## src/rtl/mem_port_arbiter.sv

```systemverilog
// Round-robin arbiter sharing one memory port between icache refills and dcache refills/stores.
// Define ARB_TIMEOUT_EN to bound the memory wait by TIMEOUT cycles and flag aborts on err.
module mem_port_arbiter #(
    parameter int unsigned XLEN = 32
`ifdef ARB_TIMEOUT_EN
    ,
    parameter int unsigned TIMEOUT = 255
`endif
) (
    input  logic            clk,
    input  logic            rst,
    input  logic            i_req,
    input  logic [XLEN-1:0] i_addr,
    output logic [XLEN-1:0] i_rdata,
    output logic            i_done,
    input  logic            d_req,
    input  logic            d_we,
    input  logic [XLEN-1:0] d_addr,
    input  logic [XLEN-1:0] d_wdata,
    output logic [XLEN-1:0] d_rdata,
    output logic            d_done,
    output logic            mem_req,
    output logic            mem_we,
    output logic [XLEN-1:0] mem_addr,
    output logic [XLEN-1:0] mem_wdata,
    input  logic [XLEN-1:0] mem_rdata,
    input  logic            mem_ready,
    output logic            busy,
    output logic            owner,
    output logic            err
);

    typedef enum logic [1:0] {
        IDLE = 2'd0,
        WAIT = 2'd1,
        DONE = 2'd2
    } state_t;

    state_t          state, state_next;
    logic            mem_req_next, mem_we_next, i_done_next, d_done_next;
    logic            busy_next, owner_next;
    logic [XLEN-1:0] mem_addr_next, mem_wdata_next, i_rdata_next, d_rdata_next;
    logic            grant_d;
    logic            expired;

`ifdef ARB_TIMEOUT_EN
    localparam int unsigned CW = ($clog2(TIMEOUT + 1) > 8) ? $clog2(TIMEOUT + 1) : 8;
    logic [CW-1:0] cnt, cnt_next;
    logic          err_next;

    // Abort when this WAIT cycle would bring the count up to TIMEOUT.
    assign expired = (cnt == CW'(TIMEOUT - 1));
`else
    assign expired = 1'b0;
    assign err     = 1'b0;
`endif

    // Under contention the grant goes to whoever did not own the port last.
    assign grant_d = d_req && (!i_req || !owner);

    always_comb begin
        state_next     = state;
        mem_req_next   = mem_req;
        mem_we_next    = mem_we;
        mem_addr_next  = mem_addr;
        mem_wdata_next = mem_wdata;
        i_rdata_next   = i_rdata;
        d_rdata_next   = d_rdata;
        i_done_next    = 1'b0;
        d_done_next    = 1'b0;
        owner_next     = owner;
`ifdef ARB_TIMEOUT_EN
        cnt_next       = cnt;
        err_next       = err;
`endif
        unique case (state)
            IDLE: begin
                if (i_req || d_req) begin
                    state_next   = WAIT;
                    mem_req_next = 1'b1;
                    owner_next   = grant_d;
`ifdef ARB_TIMEOUT_EN
                    cnt_next     = '0;
                    err_next     = 1'b0;
`endif
                    if (grant_d) begin
                        mem_we_next    = d_we;
                        mem_addr_next  = d_addr;
                        mem_wdata_next = d_wdata;
                    end else begin
                        mem_we_next    = 1'b0;
                        mem_addr_next  = i_addr;
                    end
                end
            end
            WAIT: begin
                if (mem_ready || expired) begin
                    state_next   = DONE;
                    mem_req_next = 1'b0;
                    mem_we_next  = 1'b0;
                    i_done_next  = !owner;
                    d_done_next  = owner;
                    if (mem_ready && !owner) i_rdata_next = mem_rdata;
                    if (mem_ready && owner && !mem_we) d_rdata_next = mem_rdata;
`ifdef ARB_TIMEOUT_EN
                    err_next     = !mem_ready;
`endif
                end else begin
`ifdef ARB_TIMEOUT_EN
                    cnt_next     = cnt + CW'(1);
`endif
                end
            end
            DONE: begin
                state_next = IDLE;
            end
            default: begin
                state_next = IDLE;
            end
        endcase
        busy_next = (state_next != IDLE);
    end

    always_ff @(posedge clk) begin
        if (rst) begin
            state     <= IDLE;
            mem_req   <= 1'b0;
            mem_we    <= 1'b0;
            mem_addr  <= '0;
            mem_wdata <= '0;
            i_rdata   <= '0;
            d_rdata   <= '0;
            i_done    <= 1'b0;
            d_done    <= 1'b0;
            busy      <= 1'b0;
            owner     <= 1'b1;
        end else begin
            state     <= state_next;
            mem_req   <= mem_req_next;
            mem_we    <= mem_we_next;
            mem_addr  <= mem_addr_next;
            mem_wdata <= mem_wdata_next;
            i_rdata   <= i_rdata_next;
            d_rdata   <= d_rdata_next;
            i_done    <= i_done_next;
            d_done    <= d_done_next;
            busy      <= busy_next;
            owner     <= owner_next;
        end
    end

`ifdef ARB_TIMEOUT_EN
    always_ff @(posedge clk) begin
        if (rst) begin
            cnt <= '0;
            err <= 1'b0;
        end else begin
            cnt <= cnt_next;
            err <= err_next;
        end
    end
`endif

endmodule

```

## config.mk

```make
export PLATFORM = sky130hd
export DESIGN_NAME = mem_port_arbiter
export DESIGN_NICKNAME = d
export VERILOG_FILES = /design/src/rtl/mem_port_arbiter.sv
export SDC_FILE = /design/constraint.sdc
export NUM_CORES = 1
export LEC_CHECK = 0
export BUFFER_PORTS_ARGS = -buffer_cell sky130_fd_sc_hd__buf_2
export CAP_MARGIN = 20
export CORE_MARGIN = 2
export CORE_UTILIZATION = 28
export DETAILED_ROUTE_END_ITERATION = 8
export MAX_ROUTING_LAYER = met4
export PLACE_DENSITY = 0.57
export SYNTH_ARGS = -nofsm -noshare
export SYNTH_HDL_FRONTEND = slang
export SYNTH_SLANG_ARGS = --single-unit
```

## constraint.sdc

```tcl
create_clock -name clk -period 2.3 [get_ports clk]
set_clock_uncertainty 0.05 [all_clocks]
set_input_delay 0.345 -clock clk [delete_from_list [all_inputs] [get_ports clk]]
set_output_delay 0.345 -clock clk [all_outputs]
set_load 0.005 [all_outputs]
```

==> run_results.csv <==
group,metric,value,unit
route,ant_nets,0,
route,wirelength,17360,µm
timing,setup_tns,0,ns
power_and_ir_drop,worst_ir_drop_vdd,398.1,µV
synth,synthDistinctLibCells,32,
power_and_ir_drop,seq_power_share,42.0,%
timing,finalSetupViolCount,0,
power_and_ir_drop,switching_share,28.07,%
critical_path,path_cells,"a21bo_2, buf_12, nand2_1, a311oi_2",
critical_path,critical_path.top_delay_family,"compound AO/OA/AOI/OAI gates",
critical_path,start_kind,"register",
clocking,cts_root_buffer,"clkbuf_16",
finish,fin_cells,1167,
timing,rsz0062_at_grt,"false",
critical_path,arrival,1.96,ns
floorplan,core.rowCount,52,
critical_path,endpoint_kind,"register",
route,dr.pass1.iters,4,
global_routing,grt_pass1_wl,27210,µm
critical_path,cp-startpoint,"owner",
global_routing,antenna_found_initial,2,
global_routing,overflow,0,
critical_path,crit_buf_inv,1,
route,drtIter0Drc,224,
global_routing,grt.total_usage,16.28,%
critical_path,crit_slowest_cell,"dfxtp_1",
route,drc_errors,0,
critical_path,regToRegSetupSlack,0.62,ns
power_and_ir_drop,power.leakage,3.473,nW
timing,finalHoldViolCount,0,
critical_path,crit_fanout,30,
critical_path,required,2.58,ns
timing,setup_slack,0.6165,ns
finish,nFillCells,2090,
clocking,post_cts_buffers,0,
timing,clock.fmax,594.0,MHz
synth,synth-seq-cells,136,
critical_path,slowest_delay,0.53,ns
clocking,numCtsBuffers,17,
clocking,clockBufferDepth,2,
clocking,hold_buffers,0,
floorplan,num_io_pins,269,
clocking,tritoncts,"built",
global_routing,grt_max_degree,54,
floorplan,fp.dieW,146.9,µm
outcome,status,"finished, final reports clean",
global_routing,grt_pass1_vias,5221,
floorplan,die_y,146.9,µm
power_and_ir_drop,power.share.combinational,15.0,%
critical_path,critical_path_depth,4,
finish,final_design_area_no_fill,0.007858,mm²
place,place_inst,1133,
min_path,min_path_type,"primary input to register",
critical_path,critical_path_class,"register to register",
place,post-place-ws,0.5700,ns
power_and_ir_drop,clkPwrFrac,43.0,%
power_and_ir_drop,switchingPower,1.729,mW
synth,netlist_area,0.005717,mm²
floorplan,start_util,28.44,%
route,viasPerCell,4.652,
clocking,insertion_delay,0.41,ns
route,dr_total_vias,5429,
place,port_buffers,267,
route,wl_per_cell,14.87,µm
synth,yosys_warnings,0,
floorplan,die_area,0.02158,mm²
critical_path,r2r_start,"owner",
synth,seq_area_frac_synth,47.63,%
critical_path,r2r_end,"mem_addr[13]",
power_and_ir_drop,intPower,4.429,mW
floorplan,coreArea,0.02010,mm²
clocking,clkSlewWorstSetupHoldPaths,0.06,ns
timing,min_period,1.684,ns
critical_path,crit_path_end,"mem_addr[13]",
power_and_ir_drop,total_power,6.158,mW
critical_path,r2r_cells,4,
power_and_ir_drop,power_density,783.7,mW/mm²
finish,drive_above_1_share,39.55,%
clocking,h-tree-depth,4,
timing,final_max_slew_viol_count,0,
flow_run,maxCapViolations,0,
place,dpl.hpwl,11890,µm
synth,syn_avg_cell_area,8.905,µm²
synth,syn-num-nets,776,
finish,area_growth,37.45,%
place,gp_congestion,0.7672,
synth,netlist_instances,642,
clocking,cts_sinks,136,
timing,timing.final.crit_share,73.20,%
finish,fin_util,39.08,%
finish,nNetsFinal,1016,
clocking,cts_resized,0,
timing,whs,0.1279,ns
place,place_area,0.007287,mm²
[worst min path at each step]
| stage | from | to | slack (ns) | cells past startpoint |
|---|---|---|---|---|
| after detailed placement | i_rdata[15] | i_rdata[15] | 0.39 | 2 |
| after CTS | mem_rdata[14] | i_rdata[14] | 0.10 | 3 |
| after floorplan | i_rdata[0] | i_rdata[0] | 0.40 | 2 |
| after global placement | i_rdata[12] | i_rdata[12] | 0.39 | 2 |
| after global routing | d_wdata[9] | mem_wdata[9] | 0.11 | 3 |
| final | mem_rdata[8] | i_rdata[8] | 0.13 | 3 |
[flip-flops by register name, summed over array words and instances, names as in the netlist]
name	count
owner	1
state	2
mem_addr	32
d_done	1
i_done	1
d_rdata	32
busy	1
mem_req	1
mem_we	1
mem_wdata	32
i_rdata	32
[synthesized netlist by cell type]
master	n	area share, %
dfxtp_1	136	48
nand2_1	130	8.5
a21oi_1	98	8.6
nand2b_1	64	7.0
mux2i_1	32	5.6
nand3_1	32	2.8
o21ai_0	32	2.8
a311oi_2	30	7.9
clkbuf_1	26	1.7
buf_2	22	1.9
buf_6	8	1.6
nor2_1	5	0.33
buf_1	3	0.20
buf_4	3	0.39
a311oi_1	2	0.31
and2_1	2	0.22
nor2b_1	2	0.22
a211o_1	1	0.15
a21bo_2	1	0.18
a21boi_0	1	0.13
a32o_1	1	0.18
clkbuf_2	1	0.087
conb_1	1	0.066
nand3b_4	1	0.35
nand4bb_1	1	0.20
nor3b_1	1	0.13
nor4bb_1	1	0.18
o21bai_1	1	0.13
or2_0	1	0.11
or2_1	1	0.11
or3b_1	1	0.15
or3b_2	1	0.15
[power by group through the flow]
stage / registers [mW] / clock network (mW) / logic, mW
after floorplan: 2.64 / 0 / 0.523
after global placement: 2.63 / 0 / 0.932
after detailed placement: 2.63 / 0 / 0.938
after CTS: 2.58 / 2.74 / 0.939
after global routing: 2.60 / 2.84 / 1.02
final: 2.58 / 2.65 / 0.924
[area by class of cell]
type                            count  area, µm²  share of cell area [%]
Multi-Input combinational cell    443       2698                   34.33
Timing Repair Buffer              284       1529                   19.46
Sequential cell                   136       2723                   34.65
Clock buffer                       17      425.4                   5.414
Clock inverter                     15      140.1                   1.783
Antenna cell                        2      5.005                 0.06369
Tap cell                          270      337.8                   4.299
[cells by family after synthesis]
logic type      Yosys count  share of synthesized area (%)
mux                      32                          5.603
simple gates            243                          20.49
other cells               1                        0.06560
flops                   136                          47.63
buf+inv                  63                          5.887
compound gates          167                          20.33
[worst min-delay path, cell delays in order]
cell	delay, ns
buf_2	0.10
nand2_1	0.05
a21oi_1	0.05
[layer usage]
| layer | vias to the layer above | track usage (%) | routed length (µm) | part of all wire, % |
|---|---|---|---|---|
| li1 | 2680 | - | - | - |
| met1 | 2539 | 20.46 | 7944 | 46 |
| met2 | 195 | 25.47 | 8058 | 46 |
| met3 | 15 | 4.876 | 1184 | 6.8 |
| met4 | 0 | 4.612 | 171 | 0.99 |
| met5 | - | - | 0 | 0 |
[placed cells by master (no fill, tap or decap), types with 5 or more instances in the layout]
| cell type | synthesis | layout |
|---|---|---|
| buf_2 | 22 | 266 |
| dfxtp_1 | 136 | 136 |
| nand2_1 | 130 | 130 |
| a21oi_1 | 98 | 98 |
| nand2b_1 | 64 | 64 |
| mux2i_1 | 32 | 32 |
| nand3_1 | 32 | 32 |
| o21ai_0 | 32 | 32 |
| a311oi_2 | 30 | 30 |
| clkbuf_16 | 0 | 17 |
| buf_4 | 3 | 13 |
| inv_6 | 0 | 6 |
| buf_12 | 0 | 5 |
(Power assumes the default switching activity.)
